File: src/rtl/muldiv_arbiter.sv
// rtl/muldiv_arbiter.sv - two-port arbiter in front of a shared MUL/DIV unit, one operation in flight
// Optional round-robin tie-break: define MULDIV_ARB_RR_EN; otherwise port 0 has fixed priority.
module muldiv_arbiter #(
    parameter int CNT_W = 16
) (
    input  logic             clk_i,
    input  logic             rst_i,

    input  logic             p0_req_i,
    input  logic [31:0]      p0_instr_bi,
    input  logic [31:0]      p0_src0_bi,
    input  logic [31:0]      p0_src1_bi,
    output logic             p0_ack_o,
    output logic             p0_resp_req_o,
    output logic [31:0]      p0_resp_wdata_bo,
    input  logic             p0_resp_ack_i,
    output logic [CNT_W-1:0] p0_ops_bo,

    input  logic             p1_req_i,
    input  logic [31:0]      p1_instr_bi,
    input  logic [31:0]      p1_src0_bi,
    input  logic [31:0]      p1_src1_bi,
    output logic             p1_ack_o,
    output logic             p1_resp_req_o,
    output logic [31:0]      p1_resp_wdata_bo,
    input  logic             p1_resp_ack_i,
    output logic [CNT_W-1:0] p1_ops_bo,

    output logic             exu_req_o,
    output logic [31:0]      exu_instr_bo,
    output logic [31:0]      exu_src0_bo,
    output logic [31:0]      exu_src1_bo,
    input  logic             exu_ack_i,
    input  logic             exu_resp_req_i,
    input  logic [31:0]      exu_resp_wdata_bi,
    output logic             exu_resp_ack_o,

    output logic             busy_o
);

    typedef enum logic [1:0] {IDLE, ISSUE, WAIT, RESP} state_t;

    state_t            state;
    logic [31:0]       instr_q;
    logic [31:0]       src0_q;
    logic [31:0]       src1_q;
    logic [31:0]       result_q;
    logic              gnt_q;
    logic [CNT_W-1:0]  ops0_q;
    logic [CNT_W-1:0]  ops1_q;
    logic              grant_p0;
    logic              grant_any;
    logic              resp_done;

`ifdef MULDIV_ARB_RR_EN
    // last_q holds the index of the previous winner; a tie goes to the other port
    logic              last_q;
    assign grant_p0 = p0_req_i & (~p1_req_i | last_q);
`else
    assign grant_p0 = p0_req_i;
`endif

    assign grant_any = p0_req_i | p1_req_i;
    assign resp_done = gnt_q ? p1_resp_ack_i : p0_resp_ack_i;

    assign p0_ack_o = (state == IDLE) & grant_p0;
    assign p1_ack_o = (state == IDLE) & p1_req_i & ~grant_p0;

    assign exu_req_o      = (state == ISSUE);
    assign exu_instr_bo   = instr_q;
    assign exu_src0_bo    = src0_q;
    assign exu_src1_bo    = src1_q;
    assign exu_resp_ack_o = 1'b1;

    assign p0_resp_req_o    = (state == RESP) & ~gnt_q;
    assign p1_resp_req_o    = (state == RESP) & gnt_q;
    assign p0_resp_wdata_bo = p0_resp_req_o ? result_q : 32'd0;
    assign p1_resp_wdata_bo = p1_resp_req_o ? result_q : 32'd0;

    assign p0_ops_bo = ops0_q;
    assign p1_ops_bo = ops1_q;
    assign busy_o    = (state != IDLE);

    always_ff @(posedge clk_i) begin
        if (rst_i) begin
            state    <= IDLE;
            instr_q  <= 32'd0;
            src0_q   <= 32'd0;
            src1_q   <= 32'd0;
            result_q <= 32'd0;
            gnt_q    <= 1'b0;
            ops0_q   <= '0;
            ops1_q   <= '0;
`ifdef MULDIV_ARB_RR_EN
            last_q   <= 1'b1;
`endif
        end else begin
            case (state)
                IDLE: begin
                    if (grant_any) begin
                        instr_q <= grant_p0 ? p0_instr_bi : p1_instr_bi;
                        src0_q  <= grant_p0 ? p0_src0_bi  : p1_src0_bi;
                        src1_q  <= grant_p0 ? p0_src1_bi  : p1_src1_bi;
                        gnt_q   <= ~grant_p0;
`ifdef MULDIV_ARB_RR_EN
                        last_q  <= ~grant_p0;
`endif
                        state   <= ISSUE;
                    end
                end
                ISSUE: begin
                    if (exu_ack_i) begin
                        state <= WAIT;
                    end
                end
                WAIT: begin
                    if (exu_resp_req_i) begin
                        result_q <= exu_resp_wdata_bi;
                        state    <= RESP;
                    end
                end
                RESP: begin
                    if (resp_done) begin
                        // counters saturate at all-ones rather than wrapping
                        if (!gnt_q && ops0_q != '1) begin
                            ops0_q <= ops0_q + 1'b1;
                        end
                        if (gnt_q && ops1_q != '1) begin
                            ops1_q <= ops1_q + 1'b1;
                        end
                        state <= IDLE;
                    end
                end
                default: state <= IDLE;
            endcase
        end
    end

endmodule

File: config.mk
export PLATFORM = sky130hd
export DESIGN_NAME = muldiv_arbiter
export DESIGN_NICKNAME = d
export VERILOG_FILES = /design/src/rtl/muldiv_arbiter.sv
export SDC_FILE = /design/constraint.sdc
export NUM_CORES = 1
export LEC_CHECK = 0
export BUFFER_PORTS_ARGS = -buffer_cell sky130_fd_sc_hd__buf_2
export CELL_PAD_IN_SITES_DETAIL_PLACEMENT = 1
export CELL_PAD_IN_SITES_GLOBAL_PLACEMENT = 1
export CORE_AREA = 2 2 167 169
export DETAILED_ROUTE_END_ITERATION = 10
export DIE_AREA = 0 0 169 171
export PLACE_DENSITY_LB_ADDON = 0.15
export SYNTH_ARGS = -nofsm -noshare
export SYNTH_HDL_FRONTEND = slang
export SYNTH_SLANG_ARGS = --single-unit
File: constraint.sdc
create_clock -name clk_i -period 4.9 [get_ports clk_i]
set_input_delay 0.98 -clock clk_i [delete_from_list [all_inputs] [get_ports clk_i]]
set_output_delay 0.98 -clock clk_i [all_outputs]
set_load 0.01 [all_outputs]
==> impl_metrics.toml <==
[synthesis]
ys_types = 50
post_synth_main_area_contributors = "sky130_fd_sc_hd__dfxtp_1 43%, sky130_fd_sc_hd__mux2i_1 13%, sky130_fd_sc_hd__a211oi_1 9.9%, sky130_fd_sc_hd__nor2_1 6.4%, sky130_fd_sc_hd__nand2_1 3.9%"
post_synth_instance_area_sq_um = 7650
synth_seq_cells = 163
yosysWarnings = 0
syn-num-nets = 1102
postSynthCellCount = 863
synth_sequential_area_ratio_pct = 42.6
avgSynthCellArea_sq_um = 8.87
post-synth-top-area-cell = "sky130_fd_sc_hd__dfxtp_1"
synthDominantCellAreaShare_pct = 42.6

[layout]
finalCoreUtilization_pct = 38.7
synthesis_to_layout_area_growth_pct = 38.2
post_route_cells_drive_above_1_share_pct = 38.6
finish.net_count = 1490
number_of_inserted_filler_cells_in_the_final_layout = 3375

[drt]
postRouteWirelength_microns = 28400
detailedRoute.firstPassIterationCount = 4
via_per_inst = 4.70
num_vias = 7587
remaining_drc_errors = 0
ant_nets = 0
wl_per_cell_microns = 17.6
drt-initial-drc-count = 319

[sta]
layout_setup_ws_ns = 1.36
fmax_ghz = 0.283
timing.final.max_slew_violations = 0
worst_pin_slew_ns = 1.13
setup_violations = 0
finalHoldWorstSlack_ns = 0.473
rsz_0062_raised_after_global_routing = "no"
worst_clock_skew_ns = 0.0127
final_hold_viol_count = 0
max_slew_margin_pct = 24.8
fin_setup_tns_ns = 0
timing.final.crit_period_ns = 3.54
finalCritPeriodShare_pct = 72.2

[critical_path]
worst_path_max_delay_cell = "sky130_fd_sc_hd__nor2b_1"
r2r_slack_ns = 2.62
crit_arrival_ns = 2.56
crit-reg2reg-launch = "gnt_q"
critPathCaptureType = "primary output"
worst_setup_path_start_kind = "register"
crit_chain = "nor2b_1 -> buf_4 -> and2_1 -> buf_2"
crit_path_required_time_ns = 3.92
rr_worst_depth = 4
critPathMaxFanout = 38
worst-setup-path-type = "register to primary output"
worstReg2RegEnd = "p1_ops_bo[8]"
critical_path.endpoint = "p0_resp_wdata_bo[5]"
critical_path.max_stage_delay_ns = 0.88
crit_start = "gnt_q"

[floorplan]
chipWidth_microns = 169
start_util_pct = 28.0
io-pin-count = 431
die_area_sq_um = 28900
core.rowCount = 61
core_area_sq_um = 27300
die-height_microns = 171

[clock_network]
cts_setup_buffers = 0
ctsResizeCount = 0
clock_sink_count = 163
path_clk_slew_ns = 0.07
htree_levels = 4
cts_max_path_buffers = 2
cts_buffers = 17
cts_tree = "done"
clk-insertion-delay-late_ns = 0.43
ctsHoldBuffers = 0
cts.root.buffer_cell = "sky130_fd_sc_hd__clkbuf_16"

[grt]
first_global_vias = 7402
globalRouteTotalUtil_pct = 18.9
antenna_found_initial = 8
grt_first_pass_wirelength_microns = 42200
grt_remaining_overflow = 0
grt_max_degree = 121

[worst_hold_path]
worst_hold_path_type = "register to register"
holdPathStages = 2

[placement]
place.port_buffers = 429
dp_hpwl_microns = 21600
place_worst_setup_slack_ns = 1.77
gpl.final_weighted_congestion = 0.781

[power_and_ir_drop]
ir_worst_vdd_mv = 0.212
p_per_area_nw_per_um2 = 432
static-leakage-power_nw = 5.24

[run]
drv.max_cap_violation_count = 0

[run_status]
outcome = "completed"
-- sequential cells by signal, summed over array words and instances, names as in the netlist --
register,flops
exu_instr_bo,32
exu_src0_bo,32
exu_src1_bo,32
gnt_q,1
p0_ops_bo,16
p1_ops_bo,16
result_q,32
state,2
-- worst min-delay path by stage --
stage | startpoint | end | slack, ns
3_5_place_dp | result_q[17] | result_q[17] | 0.47
3_3_place_gp | result_q[17] | result_q[17] | 0.46
6_report | result_q[19] | result_q[19] | 0.47
2_1_floorplan | result_q[0] | result_q[0] | 0.44
5_1_grt | result_q[29] | result_q[29] | 0.50
4_1_cts | result_q[28] | result_q[28] | 0.48
-- synth_stat cells, drive strengths merged --
cell / n
dfxtp: 163
nor2: 130
a211oi: 101
mux2i: 98
nand2: 80
a21oi: 41
and2: 39
clkbuf: 38
and3: 37
buf: 31
xnor2: 16
nand4: 14
nor3: 11
inv: 10
nand3: 8
ha: 7
nor4: 5
xor2: 5
o21ai: 4
a2111oi: 2
nor2b: 2
nor3b: 2
nor4b: 2
o211ai: 2
or3: 2
a21o: 1
a221oi: 1
a311oi: 1
a31oi: 1
a41oi: 1
and3b: 1
and4: 1
conb: 1
nand3b: 1
o2111ai: 1
o21bai: 1
o22ai: 1
or2: 1
-- placed cells by master, fill, tap and decap left out, drive strengths merged, types with 2 or more instances in the layout --
| cell type | synthesis | layout |
|---|---|---|
| nor3b | 2 | 2 |
| and2 | 39 | 39 |
| xor2 | 5 | 5 |
| dfxtp | 163 | 163 |
| nor4b | 2 | 2 |
| diode | 0 | 5 |
| nor2 | 130 | 130 |
| nand3 | 8 | 8 |
| clkbuf | 38 | 17 |
| nor2b | 2 | 2 |
| nor4 | 5 | 5 |
| a211oi | 101 | 101 |
| mux2i | 98 | 98 |
| nor3 | 11 | 11 |
| inv | 10 | 19 |
| or3 | 2 | 2 |
| a21oi | 41 | 41 |
| xnor2 | 16 | 16 |
| o211ai | 2 | 2 |
| nand4 | 14 | 14 |
| buf | 31 | 438 |
| nand2 | 80 | 80 |
| and3 | 37 | 37 |
| clkinv | 0 | 4 |
| ha | 7 | 7 |
| a2111oi | 2 | 2 |
| o21ai | 4 | 4 |
-- kinds of logic (layout without fill, tap and decap cells) --
group	Yosys count	count (layout)	share of synthesized area, %
compound gates	158	158	14.6
simple gates	336	336	21.8
other cells	1	6	0.0490
xor+xnor	21	21	2.40
fa+ha+maj	7	7	1.14
buf+inv	79	479	4.50
flops	163	163	42.6
mux	98	98	12.8
-- layout make-up --
| type | count | area, sq um | area share, % |
|---|---|---|---|
| clock inverters | 14 | 121 | 1.15 |
| clock buffers | 17 | 425 | 4.02 |
| well taps | 346 | 433 | 4.09 |
| repair buffers | 438 | 2230 | 21.1 |
| multi-input cells | 621 | 4050 | 38.3 |
| diodes | 5 | 12.5 | 0.118 |
| flip-flops and latches | 163 | 3260 | 30.9 |
| inverters | 10 | 37.5 | 0.355 |
-- power by group --
group / switching (mW) / internal [mW] / leakage, nW
Clock: 0.611 / 0.666 / 0.271
Combinational: 0.881 / 0.565 / 3.63
Sequential: 0.186 / 1.66 / 1.34
Total: 1.68 / 2.89 / 5.24
-- critical path: cells and delay by family, from the launching register on --
family | cells | cell delay (ns)
buffers and inverters | 2 | 0.44
flip-flops | 1 | 0.65
AND/OR/NAND/NOR | 2 | 1.03
-- through the flow --
step	instance area [sq um]	instances	power [mW]
2_1_floorplan	7650	863	2.72
3_3_place_gp	10000	1578	3.31
3_5_place_dp	10000	1578	3.35
4_1_cts	10600	1609	4.65
5_1_grt	10600	1611	4.89
6_report	10600	1614	4.57
-- layer usage --
metal | part of all wire, % | wire, microns | vias up | global-route usage [%]
li1 | - | - | 3835 | -
met1 | 42 | 11800 | 3494 | 22.6
met2 | 50 | 14300 | 231 | 33.3
met3 | 6.9 | 1950 | 23 | 5.81
met4 | 1.1 | 322 | 4 | 4.61
met5 | 0.078 | 22 | - | 0
Note: power is estimated with default switching activity, not from simulation.
